<file path="src/rtl/sdm_ctrl_pkg.sv">
// Shared types and bundle layout for the SDM stream controller.
// A bundle is packed as {y1, y0, x1, x0} with x0 in the least significant bits.
package sdm_ctrl_pkg;

    localparam int unsigned XW       = 28;
    localparam int unsigned YW       = 36;
    localparam int unsigned BUNDLE_W = 128;

    localparam int unsigned X0_LSB = 0;
    localparam int unsigned X1_LSB = X0_LSB + XW;
    localparam int unsigned Y0_LSB = X1_LSB + XW;
    localparam int unsigned Y1_LSB = Y0_LSB + YW;

    typedef enum logic [2:0] {
        StIdle,
        StFill,
        StRun,
        StMute,
        StRecover
    } state_e;

    function automatic logic [BUNDLE_W-1:0] pack_bundle(
        input logic [XW-1:0] x0,
        input logic [XW-1:0] x1,
        input logic [YW-1:0] y0,
        input logic [YW-1:0] y1
    );
        logic [BUNDLE_W-1:0] b;
        b                  = '0;
        b[X0_LSB +: XW]    = x0;
        b[X1_LSB +: XW]    = x1;
        b[Y0_LSB +: YW]    = y0;
        b[Y1_LSB +: YW]    = y1;
        return b;
    endfunction

endpackage

</file>
<file path="src/rtl/sdm_bundle_fifo2.sv">
// Two-entry synchronous FIFO for sample bundles; flush overrides push and pop.
module sdm_bundle_fifo2
    import sdm_ctrl_pkg::*;
(
    input  logic                pclk,
    input  logic                preset,
    input  logic                push,
    input  logic                pop,
    input  logic                flush,
    input  logic [BUNDLE_W-1:0] wdata,
    output logic [BUNDLE_W-1:0] rdata,
    output logic [1:0]          count
);

    logic [BUNDLE_W-1:0] mem_q [2];
    logic                wr_ptr_q;
    logic                rd_ptr_q;
    logic [1:0]          count_q;
    logic                do_push;
    logic                do_pop;

    assign do_push = push && !flush && (count_q != 2'd2);
    assign do_pop  = pop && !flush && (count_q != 2'd0);

    always_ff @(posedge pclk) begin
        if (preset || flush) begin
            wr_ptr_q <= 1'b0;
            rd_ptr_q <= 1'b0;
            count_q  <= 2'd0;
        end else begin
            if (do_push) begin
                wr_ptr_q <= ~wr_ptr_q;
            end
            if (do_pop) begin
                rd_ptr_q <= ~rd_ptr_q;
            end
            unique case ({do_push, do_pop})
                2'b10:   count_q <= count_q + 2'd1;
                2'b01:   count_q <= count_q - 2'd1;
                default: count_q <= count_q;
            endcase
        end
    end

    // Storage needs no reset: count gates every read.
    always_ff @(posedge pclk) begin
        if (do_push && !preset) begin
            mem_q[wr_ptr_q] <= wdata;
        end
    end

    assign rdata = mem_q[rd_ptr_q];
    assign count = count_q;

endmodule

</file>
<file path="src/rtl/sdm_stream_ctrl.sv">
// Sequencer feeding pipe_sdm: buffers bundles, holds them per DSD bit period,
// and drives modulator start/mute with underrun and overflow handling.
module sdm_stream_ctrl
    import sdm_ctrl_pkg::*;
#(
    parameter int unsigned HOLD_BITS   = 1,
    parameter int unsigned MUTE_BITS   = 64,
    parameter int unsigned RECOVER_CYC = 32
) (
    input  logic                 pclk,
    input  logic                 preset,
    input  logic                 enable,
    input  logic                 mute_req,
    input  logic                 in_valid,
    output logic                 in_ready,
    input  logic signed [XW-1:0] in_x0,
    input  logic signed [XW-1:0] in_x1,
    input  logic signed [YW-1:0] in_y0,
    input  logic signed [YW-1:0] in_y1,
    input  logic                 sdm_overflow,
    output logic                 sdm_start,
    output logic                 sdm_mute,
    output logic signed [XW-1:0] x0,
    output logic signed [XW-1:0] x1,
    output logic signed [YW-1:0] y0,
    output logic signed [YW-1:0] y1,
    output logic [7:0]           underrun_cnt,
    output logic [7:0]           overflow_cnt,
    output logic                 busy
);

    state_e        state_q, state_d;
    logic          phase_q, phase_d;
    logic [7:0]    hold_cnt_q, hold_cnt_d;
    logic [15:0]   mute_cnt_q, mute_cnt_d;
    logic [15:0]   rec_cnt_q, rec_cnt_d;
    logic          start_q, start_d;
    logic          mute_q, mute_d;
    logic [7:0]    uflow_q, oflow_q;
    logic [BUNDLE_W-1:0] out_q;

    logic                fifo_pop, fifo_flush, fifo_push;
    logic [BUNDLE_W-1:0] fifo_head;
    logic [1:0]          fifo_count;
    logic                load, zero_out, uflow_inc, oflow_inc, load_pt;

    assign in_ready  = (fifo_count != 2'd2) && (state_q == StFill || state_q == StRun);
    assign fifo_push = in_valid && in_ready;
    assign load_pt   = phase_q && (hold_cnt_q == 8'(HOLD_BITS - 1));

    sdm_bundle_fifo2 u_fifo (
        .pclk  (pclk),
        .preset(preset),
        .push  (fifo_push),
        .pop   (fifo_pop),
        .flush (fifo_flush),
        .wdata (pack_bundle(in_x0, in_x1, in_y0, in_y1)),
        .rdata (fifo_head),
        .count (fifo_count)
    );

    // State register
    always_ff @(posedge pclk) begin
        if (preset) begin
            state_q    <= StIdle;
            phase_q    <= 1'b0;
            hold_cnt_q <= 8'd0;
            mute_cnt_q <= 16'd0;
            rec_cnt_q  <= 16'd0;
            start_q    <= 1'b0;
            mute_q     <= 1'b1;
            out_q      <= '0;
            uflow_q    <= 8'd0;
            oflow_q    <= 8'd0;
        end else begin
            state_q    <= state_d;
            phase_q    <= phase_d;
            hold_cnt_q <= hold_cnt_d;
            mute_cnt_q <= mute_cnt_d;
            rec_cnt_q  <= rec_cnt_d;
            start_q    <= start_d;
            mute_q     <= mute_d;
            if (load) begin
                out_q <= fifo_head;
            end else if (zero_out) begin
                out_q <= '0;
            end
            if (uflow_inc && uflow_q != 8'hFF) begin
                uflow_q <= uflow_q + 8'd1;
            end
            if (oflow_inc && oflow_q != 8'hFF) begin
                oflow_q <= oflow_q + 8'd1;
            end
        end
    end

    // Next-state logic
    always_comb begin
        state_d    = state_q;
        hold_cnt_d = hold_cnt_q;
        mute_cnt_d = mute_cnt_q;
        rec_cnt_d  = rec_cnt_q;
        fifo_pop   = 1'b0;
        fifo_flush = 1'b0;
        load       = 1'b0;
        uflow_inc  = 1'b0;
        oflow_inc  = 1'b0;
        unique case (state_q)
            StIdle: begin
                if (enable) state_d = StFill;
            end
            StFill: begin
                if (!enable) begin
                    state_d    = StIdle;
                    fifo_flush = 1'b1;
                end else if (fifo_count == 2'd2) begin
                    fifo_pop = 1'b1;
                    load     = 1'b1;
                    state_d  = StRun;
                end
            end
            StRun: begin
                if (sdm_overflow) begin
                    state_d = StRecover;
                end else if (!enable) begin
                    state_d = StMute;
                end else if (load_pt) begin
                    if (fifo_count == 2'd0) begin
                        state_d   = StMute;
                        uflow_inc = 1'b1;
                    end else begin
                        fifo_pop = 1'b1;
                        load     = 1'b1;
                    end
                end
            end
            StMute: begin
                if (sdm_overflow) begin
                    state_d = StRecover;
                end else if (phase_q) begin
                    if (mute_cnt_q == 16'd1) begin
                        fifo_flush = 1'b1;
                        state_d    = enable ? StFill : StIdle;
                    end else begin
                        mute_cnt_d = mute_cnt_q - 16'd1;
                    end
                end
            end
            StRecover: begin
                if (rec_cnt_q == 16'd1) begin
                    state_d = enable ? StFill : StIdle;
                end else begin
                    rec_cnt_d = rec_cnt_q - 16'd1;
                end
            end
            default: state_d = StIdle;
        endcase

        if (state_d == StMute && state_q != StMute) begin
            mute_cnt_d = 16'(MUTE_BITS);
        end
        if (state_d == StRecover) begin
            fifo_flush = 1'b1;
            if (state_q != StRecover) begin
                rec_cnt_d = 16'(RECOVER_CYC);
                oflow_inc = 1'b1;
            end
        end

        if (state_d != StRun) begin
            hold_cnt_d = 8'd0;
        end else if (state_q == StRun && phase_q) begin
            hold_cnt_d = (hold_cnt_q == 8'(HOLD_BITS - 1)) ? 8'd0 : hold_cnt_q + 8'd1;
        end
    end

    // Output logic (registered controls)
    always_comb begin
        start_d  = (state_d == StRun) || (state_d == StMute);
        mute_d   = (state_d == StRun) ? mute_req : 1'b1;
        phase_d  = start_d && start_q && !phase_q;
        zero_out = (state_d == StRecover) || (state_d == StIdle);
    end

    assign sdm_start    = start_q;
    assign sdm_mute     = mute_q;
    assign x0           = out_q[X0_LSB +: XW];
    assign x1           = out_q[X1_LSB +: XW];
    assign y0           = out_q[Y0_LSB +: YW];
    assign y1           = out_q[Y1_LSB +: YW];
    assign underrun_cnt = uflow_q;
    assign overflow_cnt = oflow_q;
    assign busy         = (state_q != StIdle);

endmodule

</file>
<file path="config.mk">
export PLATFORM = sky130hd
export DESIGN_NAME = sdm_stream_ctrl
export DESIGN_NICKNAME = d
export VERILOG_FILES = /design/src/rtl/sdm_ctrl_pkg.sv /design/src/rtl/sdm_bundle_fifo2.sv /design/src/rtl/sdm_stream_ctrl.sv
export SDC_FILE = /design/constraint.sdc
export NUM_CORES = 1
export LEC_CHECK = 0
export CAP_MARGIN = 20
export CORE_UTILIZATION = 40
export DETAILED_ROUTE_END_ITERATION = 10
export HOLD_SLACK_MARGIN = 0.02
export PLACE_DENSITY_LB_ADDON = 0.1
export REMOVE_ABC_BUFFERS = 1
export SYNTH_ARGS = -nofsm -noshare
export SYNTH_HDL_FRONTEND = slang
export SYNTH_HIERARCHICAL = 1
export SYNTH_SLANG_ARGS = --single-unit
</file>
<file path="constraint.sdc">
create_clock -name pclk -period 12.5 [get_ports pclk]
set_input_delay 1.25 -clock pclk [delete_from_list [all_inputs] [get_ports pclk]]
set_output_delay 1.25 -clock pclk [all_outputs]
set_load 0.05 [all_outputs]
</file>
==> Word level (Yosys, flattened, before mapping) <==
Memory sizes are Yosys's and may differ from the RTL's. A register that Yosys moved wholly into a read port is not among the register bits.
Index checks and enable logic that the tools add are counted.
{ "totals": {"ff_bits": 194, "memories": 1, "output_inout_bits": 148, "ram_bits": 256, "word_cells": 133} }
{ "mem_list": {"columns": ["name", "words", "width", "rd", "rd_ports_with_merged_regs", "write_ports", "line_no", "source"], "rows": [
  ["u_fifo.mem_q", 2, 128, 1, 1, 1, "sdm_bundle_fifo2.sv:15", "logic [BUNDLE_W-1:0] mem_q [2];"]
]} }
{ "classes": {"n_reduce_logical": 36, "n_bitwise": 5, "mux": 50, "n_eq_ne": 20, "add_sub_neg": 7} }
{ "ops": {"columns": ["cell", "n"], "rows": [
  ["$mux 128", 2],
  ["$mux 16", 4],
  ["$mux 7", 5],
  ["$mux 3", 11],
  ["$eq 16x1->1 const B", 2],
  ["$sub 16x1->16 const B", 2],
  ["$add 8x1->8 const B", 3],
  ["$mux 1", 23],
  ["$ne 8x8->1 const B", 2],
  ["$pmux 3 s5", 1],
  ["$logic_and 1x1->1", 14],
  ["$eq 3x2->1 const B", 4],
  ["$reduce_bool 2->1", 5],
  ["$logic_not 8->1", 1],
  ["$mux 8", 1],
  ["$reduce_and 4->1", 2],
  ["$eq 3x3->1 const B", 2],
  ["$logic_not 3->1", 2],
  ["$ne 3x2->1 const B", 2],
  ["$reduce_or 2->1", 3],
  ["$not 1->1", 5],
  ["$eq 2x2->1 const B", 2],
  ["$logic_or 1x1->1", 4],
  ["$ne 2x1->1 const B", 2],
  ["other kinds (11)", 14]
]} }

==> Longest topological paths before layout <==
{ "logic_depth": {"ltp_word": 14, "depth_mapped": 11, "depth_no_buf": 11} }

==> Modules after synthesis <==
Netlist, hierarchy kept.
{ "by_module_without_submodules": {"columns": ["mod", "cells_per_inst", "area_per_inst_um2", "instances"], "rows": [
  ["sdm_bundle_fifo2", 427, 9461.6, 1],
  ["sdm_stream_ctrl", 640, 6909.1, 1]
]} }

==> Worst setup path before layout <==
No wires, ideal clock.
{ "synth_timing": {"path_type": "register to register", "from": "reg state_q[0]", "to": "mem u_fifo.mem_q[0][0] (enable)", "n_path_buf": 1, "arrival_time_ns": 10.696, "synth_period_minus_slack_ns": 11.470, "t_required_ns": 11.727, "path_slack_ns": 1.030, "stages_incl_launch_ff": 7, "cell_sequence": "dfxtp_1 buf_2 xnor2_1 nor3_1 and2_1 nand2b_1 nor3_1"} }
{ "synth_via": {"word_cells_on_any_way": 29, "classes_between": "5 x eq/ne; 16 x mux; 8 x reduce/logical"} }
{ "synth_rtl": {"columns": ["element", "line_no", "source"], "rows": [
  ["start: declaration", "sdm_stream_ctrl.sv:32", "state_e state_q, state_d;"],
  ["start signal: assignment", "sdm_stream_ctrl.sv:65", "state_q <= StIdle;"],
  ["start signal: assignment", "sdm_stream_ctrl.sv:76", "state_q <= state_d;"],
  ["$eq 3x1->1 / $eq 3x2->1 (equally long branches)", "sdm_stream_ctrl.sv:47", "assign in_ready = (fifo_count != 2'd2) && (state_q == StFill || state_q == StRun);"],
  ["$logic_or 1x1->1 *", "sdm_stream_ctrl.sv:47", null],
  ["$logic_and 1x1->1 *", "sdm_stream_ctrl.sv:47", null],
  ["via in_ready", "sdm_stream_ctrl.sv:15", "output logic in_ready,"],
  ["$logic_and 1x1->1 *", "sdm_stream_ctrl.sv:48", "assign fifo_push = in_valid && in_ready;"],
  ["via fifo_push", "sdm_stream_ctrl.sv:42", "logic fifo_pop, fifo_flush, fifo_push;"],
  ["$logic_and 1x1->1 * (2 in a row)", "sdm_bundle_fifo2.sv:22", "assign do_push = push && !flush && (count_q != 2'd2);"],
  ["$logic_and 1x1->1 *", "sdm_bundle_fifo2.sv:47", "if (do_push && !preset) begin"],
  ["$mux 1 *", "sdm_bundle_fifo2.sv:47", null],
  ["$mux 1 (implied by the code) *", "sdm_bundle_fifo2.sv:48", "mem_q[wr_ptr_q] <= wdata;"],
  ["end: declaration", "sdm_bundle_fifo2.sv:15", null]
]} }
The timed path passes the listed nets; every way through them passes the cells marked *.

==> Final worst setup path <==
{ "layout_timing": {"from": "reg rec_cnt_q[1]", "to": "mem u_fifo.mem_q[1][24] (enable)"} }
{ "layout_via": {"elab_chain_cells": 11} }
{ "layout_rtl": {"columns": ["element", "line_no", "source"], "rows": [
  ["start: declaration", "sdm_stream_ctrl.sv:36", "logic [15:0] rec_cnt_q, rec_cnt_d;"],
  ["start signal: assignment", "sdm_stream_ctrl.sv:80", "rec_cnt_q <= rec_cnt_d;"],
  ["$eq 16x1->1", "sdm_stream_ctrl.sv:150", "if (rec_cnt_q == 16'd1) begin"],
  ["$mux 3", "sdm_stream_ctrl.sv:150", null],
  ["$pmux 3 s5", "sdm_stream_ctrl.sv:108", "unique case (state_q)"],
  ["$eq 3x3->1", "sdm_stream_ctrl.sv:162", "if (state_d == StRecover) begin"],
  ["$mux 1", "sdm_stream_ctrl.sv:162", null],
  ["via fifo_flush", "sdm_stream_ctrl.sv:42", null],
  ["$logic_not 1->1", "sdm_bundle_fifo2.sv:22", null],
  ["$logic_and 1x1->1 (2 in a row)", "sdm_bundle_fifo2.sv:22", null],
  ["$logic_and 1x1->1", "sdm_bundle_fifo2.sv:47", null],
  ["$mux 1", "sdm_bundle_fifo2.sv:47", null],
  ["$mux 1 (implied by the code)", "sdm_bundle_fifo2.sv:48", null]
]} }
The timed path passes the listed nets, and every way through them passes these cells.

==> results_dict.tcl <==
set metrics [dict create \
    status "complete, no violations" \
    ys_seq_area_share_pct 70.8 \
    crit_family "simple AND/OR/NAND/NOR gates" \
    wl_per_cell_um 18.9 \
    synth.distinct_cells 53 \
    port_buffers 281 \
    dpl.hpwl_mm 22.0 \
    fp.dieW_um 204 \
    grt_first_pass_wirelength_mm 54.7 \
    fin_ws_ns 8.10 \
    clock-root-buffer "clkbuf_16" \
    synth_area_leaders "edfxtp_1 (47%), dfxtp_1 (24%), mux2_1 (7.8%)" \
    maxCapViolations 0 \
    clk_pin_slew_ns 0.06 \
    cp_max_fo 65 \
    final_antenna_net_count 0 \
    yosysWarnings 6 \
    end_kind "register" \
    path_common_cell "buf_4" \
    synth.most_common_cell "edfxtp_1" \
    grt_pass1_vias 9666 \
    fin_nets 1498 \
    r2r_setup_slack_ns 8.10 \
    drcViolationCount 0 \
    start_kind "register" \
    synth_ff_type "edfxtp_1" \
    max_slew_margin_pct 24.4 \
    hp-start "mute_cnt_q[5]$_SDFFE_PP0P_" \
    cts_sinks 451 \
    skew_ns 0.0109 \
    setup_viol 0 \
    synth_edf_count 256 \
    leakagePower_nw 7.29 \
    critical_path_class "register to register" \
    finalMaxSlewViolations 0 \
    rows 73 \
    area_growth_pct 30.4 \
    cp_cell_sequence "inv_1 -> ha_1 -> nor4b_1 -> nand4_1 -> nand2_1 -> nand3_1 -> or2_2 -> nor3_2 -> buf_4 -> buf_4" \
    cts_htree_levels 2 \
    synthArstFlopShare_pct 0 \
    hold_path.class "register to register" \
    period_share_pct 35.2 \
    core_area_um2 40000 \
    rsz0062_at_grt "false" \
    peakVddDrop_mv 0.0761 \
    synth_area_um2 16400 \
    drive_gt1_share_pct 8.90 \
    grtUsageTotal_pct 17.1 \
    dr.first_iter.drc_count 450 \
    stdcell_count 1921 \
    synth.largest_area_cell "edfxtp_1" \
    r2r_cells 10 \
    wirelength_mm 36.2 \
    slowest_stage "buf_4" \
    drt-pass1-iter-count 4 \
    postSynthCellCount 1067 \
    min_to "mute_cnt_q[5]$_SDFFE_PP0P_" \
    hold_path_depth 2 \
    vias 9732 \
    cts_made_buffers 48 \
    tns_ns 0 \
    cts_max_path_buffers 3 \
    via_per_inst 5.07 \
    tritoncts "done" \
    synth_common_cells "edfxtp_1 (256), dfxtp_1 (195), a22o_1 (128)" \
    worst_r2r_endpoint "u_fifo/mem_q[1][24]$_DFFE_PP_" \
    antenna_found_initial 3 \
    power_density_nw_per_um2 147 \
    synth_top_area_share_pct 47.0 \
    hold_viol_final 0 \
    ys_seq_elements 451 \
    grt_max_degree 89 \
    fin_crit_ns 4.40 \
    crit_required_ns 12.68 \
    dp_slack_ns 7.56 \
    crit_buf_inv 3 \
    cp_data_arrival_time_ns 4.58 \
    dieArea_um2 41700 \
    syn_area_per_cell_um2 15.3 \
    start_util_pct 40.9 \
    ctsHoldBuffers 0 \
    fmax_mhz 227 \
    die_height_um 204 \
    reg2reg_from "rec_cnt_q[1]$_SDFF_PP0_" \
    post_cts_buffers 0 \
    overflow 0 \
    power_mw 3.14 \
    worst_pin_slew_ns 1.13 \
    dpl.cell_count 1828 \
    gp_congestion 0.795 \
    cts_resized 0 \
    clock_latency_ns 0.56 \
    pin_count 282 \
    max_stage_delay_ns 0.86 \
]
metal layers:
| metal | up-vias | part of all wire, % | GRT usage, % |
|---|---|---|---|
| li1 | 4673 | - | - |
| met5 | - | 0 | 0 |
| met3 | 48 | 5.1 | 4.07 |
| met1 | 4800 | 44 | 22.1 |
| met2 | 211 | 48 | 28.5 |
| met4 | 0 | 2.1 | 5.09 |
final cells by class:
| type | count | area (µm²) |
|---|---|---|
| multi-input cells | 551 | 4470 |
| diodes | 3 | 7.51 |
| clock buffers | 64 | 1360 |
| repair buffers | 293 | 2910 |
| flip-flops and latches | 451 | 11600 |
| clock inverters | 24 | 302 |
| inverters | 10 | 37.5 |
| fillers | 3314 | 18700 |
| well taps | 525 | 657 |
state kept, by name (all words and copies together) (netlist names), 2 cells and up, named ones only:
name and cells:
u_fifo/mem_q 256, out_q 128, mute_cnt_q 16, rec_cnt_q 16, hold_cnt_q 8, overflow_cnt 8, underrun_cnt 8, state_q 3
u_fifo/count 2
cell usage in the layout, fill, tap and decap left out, drive strengths merged, types with 4 or more instances in the layout:
cell / instances
or2: 5
nand4b: 4
a21oi: 23
and4: 4
edfxtp: 256
nor2: 50
mux2: 128
nor4: 7
buf: 11
or3: 17
clkbuf: 65
nor3: 10
nand3: 19
clkinv: 15
nor4b: 6
or4: 8
nand4: 12
dfxtp: 195
a22o: 128
nor3b: 4
nand2b: 6
bufinv: 7
inv: 11
ha: 9
o21ai: 15
clkdlybuf4s50: 281
nor2b: 5
xor2: 29
xnor2: 9
nand2: 18
logic make-up after synthesis:
logic type                 synth area share (%)
xor gates and xnor gates                   2.03
and+or+nand+nor                            6.48
AOI/OAI and AO/OA                          8.99
adders and majority gates                 0.688
buffers and inverters                      2.08
muxes                                      8.93
DFF                                        70.8
worst reg2reg max path: cells and delay by family, from the launching register on:
family,cells,cell delay [ns]
fa+ha+maj,1,0.14
buf+inv,3,1.73
flops,1,0.32
simple gates,6,1.76
stage by stage:
stage	util (%)	hold WS [ns]	cell area (µm²)
2_1_floorplan	-	0.442	16100
3_3_place_gp	49.1	0.457	19600
3_5_place_dp	49.1	0.465	19600
4_1_cts	53.3	0.480	21300
5_1_grt	53.3	0.485	21300
6_report	53.3	0.471	21300
power breakdown:
| group | switching (mW) | leakage [nW] | internal [mW] |
|---|---|---|---|
| logic | 0.0358 | 2.57 | 0.0441 |
| registers | 0.00281 | 3.88 | 1.58 |
| clock network | 0.569 | 0.832 | 0.910 |
| total | 0.607 | 7.29 | 2.53 |
worst max path at each step:
stage / from / end / cells past startpoint
4_1_cts: rec_cnt_q[1]$_SDFF_PP0_ / u_fifo/mem_q[1][60]$_DFFE_PP_ / 10
6_report: rec_cnt_q[1]$_SDFF_PP0_ / u_fifo/mem_q[1][24]$_DFFE_PP_ / 10
5_1_grt: rec_cnt_q[1]$_SDFF_PP0_ / u_fifo/mem_q[0][60]$_DFFE_PP_ / 10
2_1_floorplan: state_q[0]$_SDFF_PP0_ / u_fifo/mem_q[0][0]$_DFFE_PP_ / 5
3_5_place_dp: enable / u_fifo/mem_q[1][61]$_DFFE_PP_ / 8
3_3_place_gp: enable / u_fifo/mem_q[1][54]$_DFFE_PP_ / 8
No activity file was read; power rests on OpenSTA's default activity.
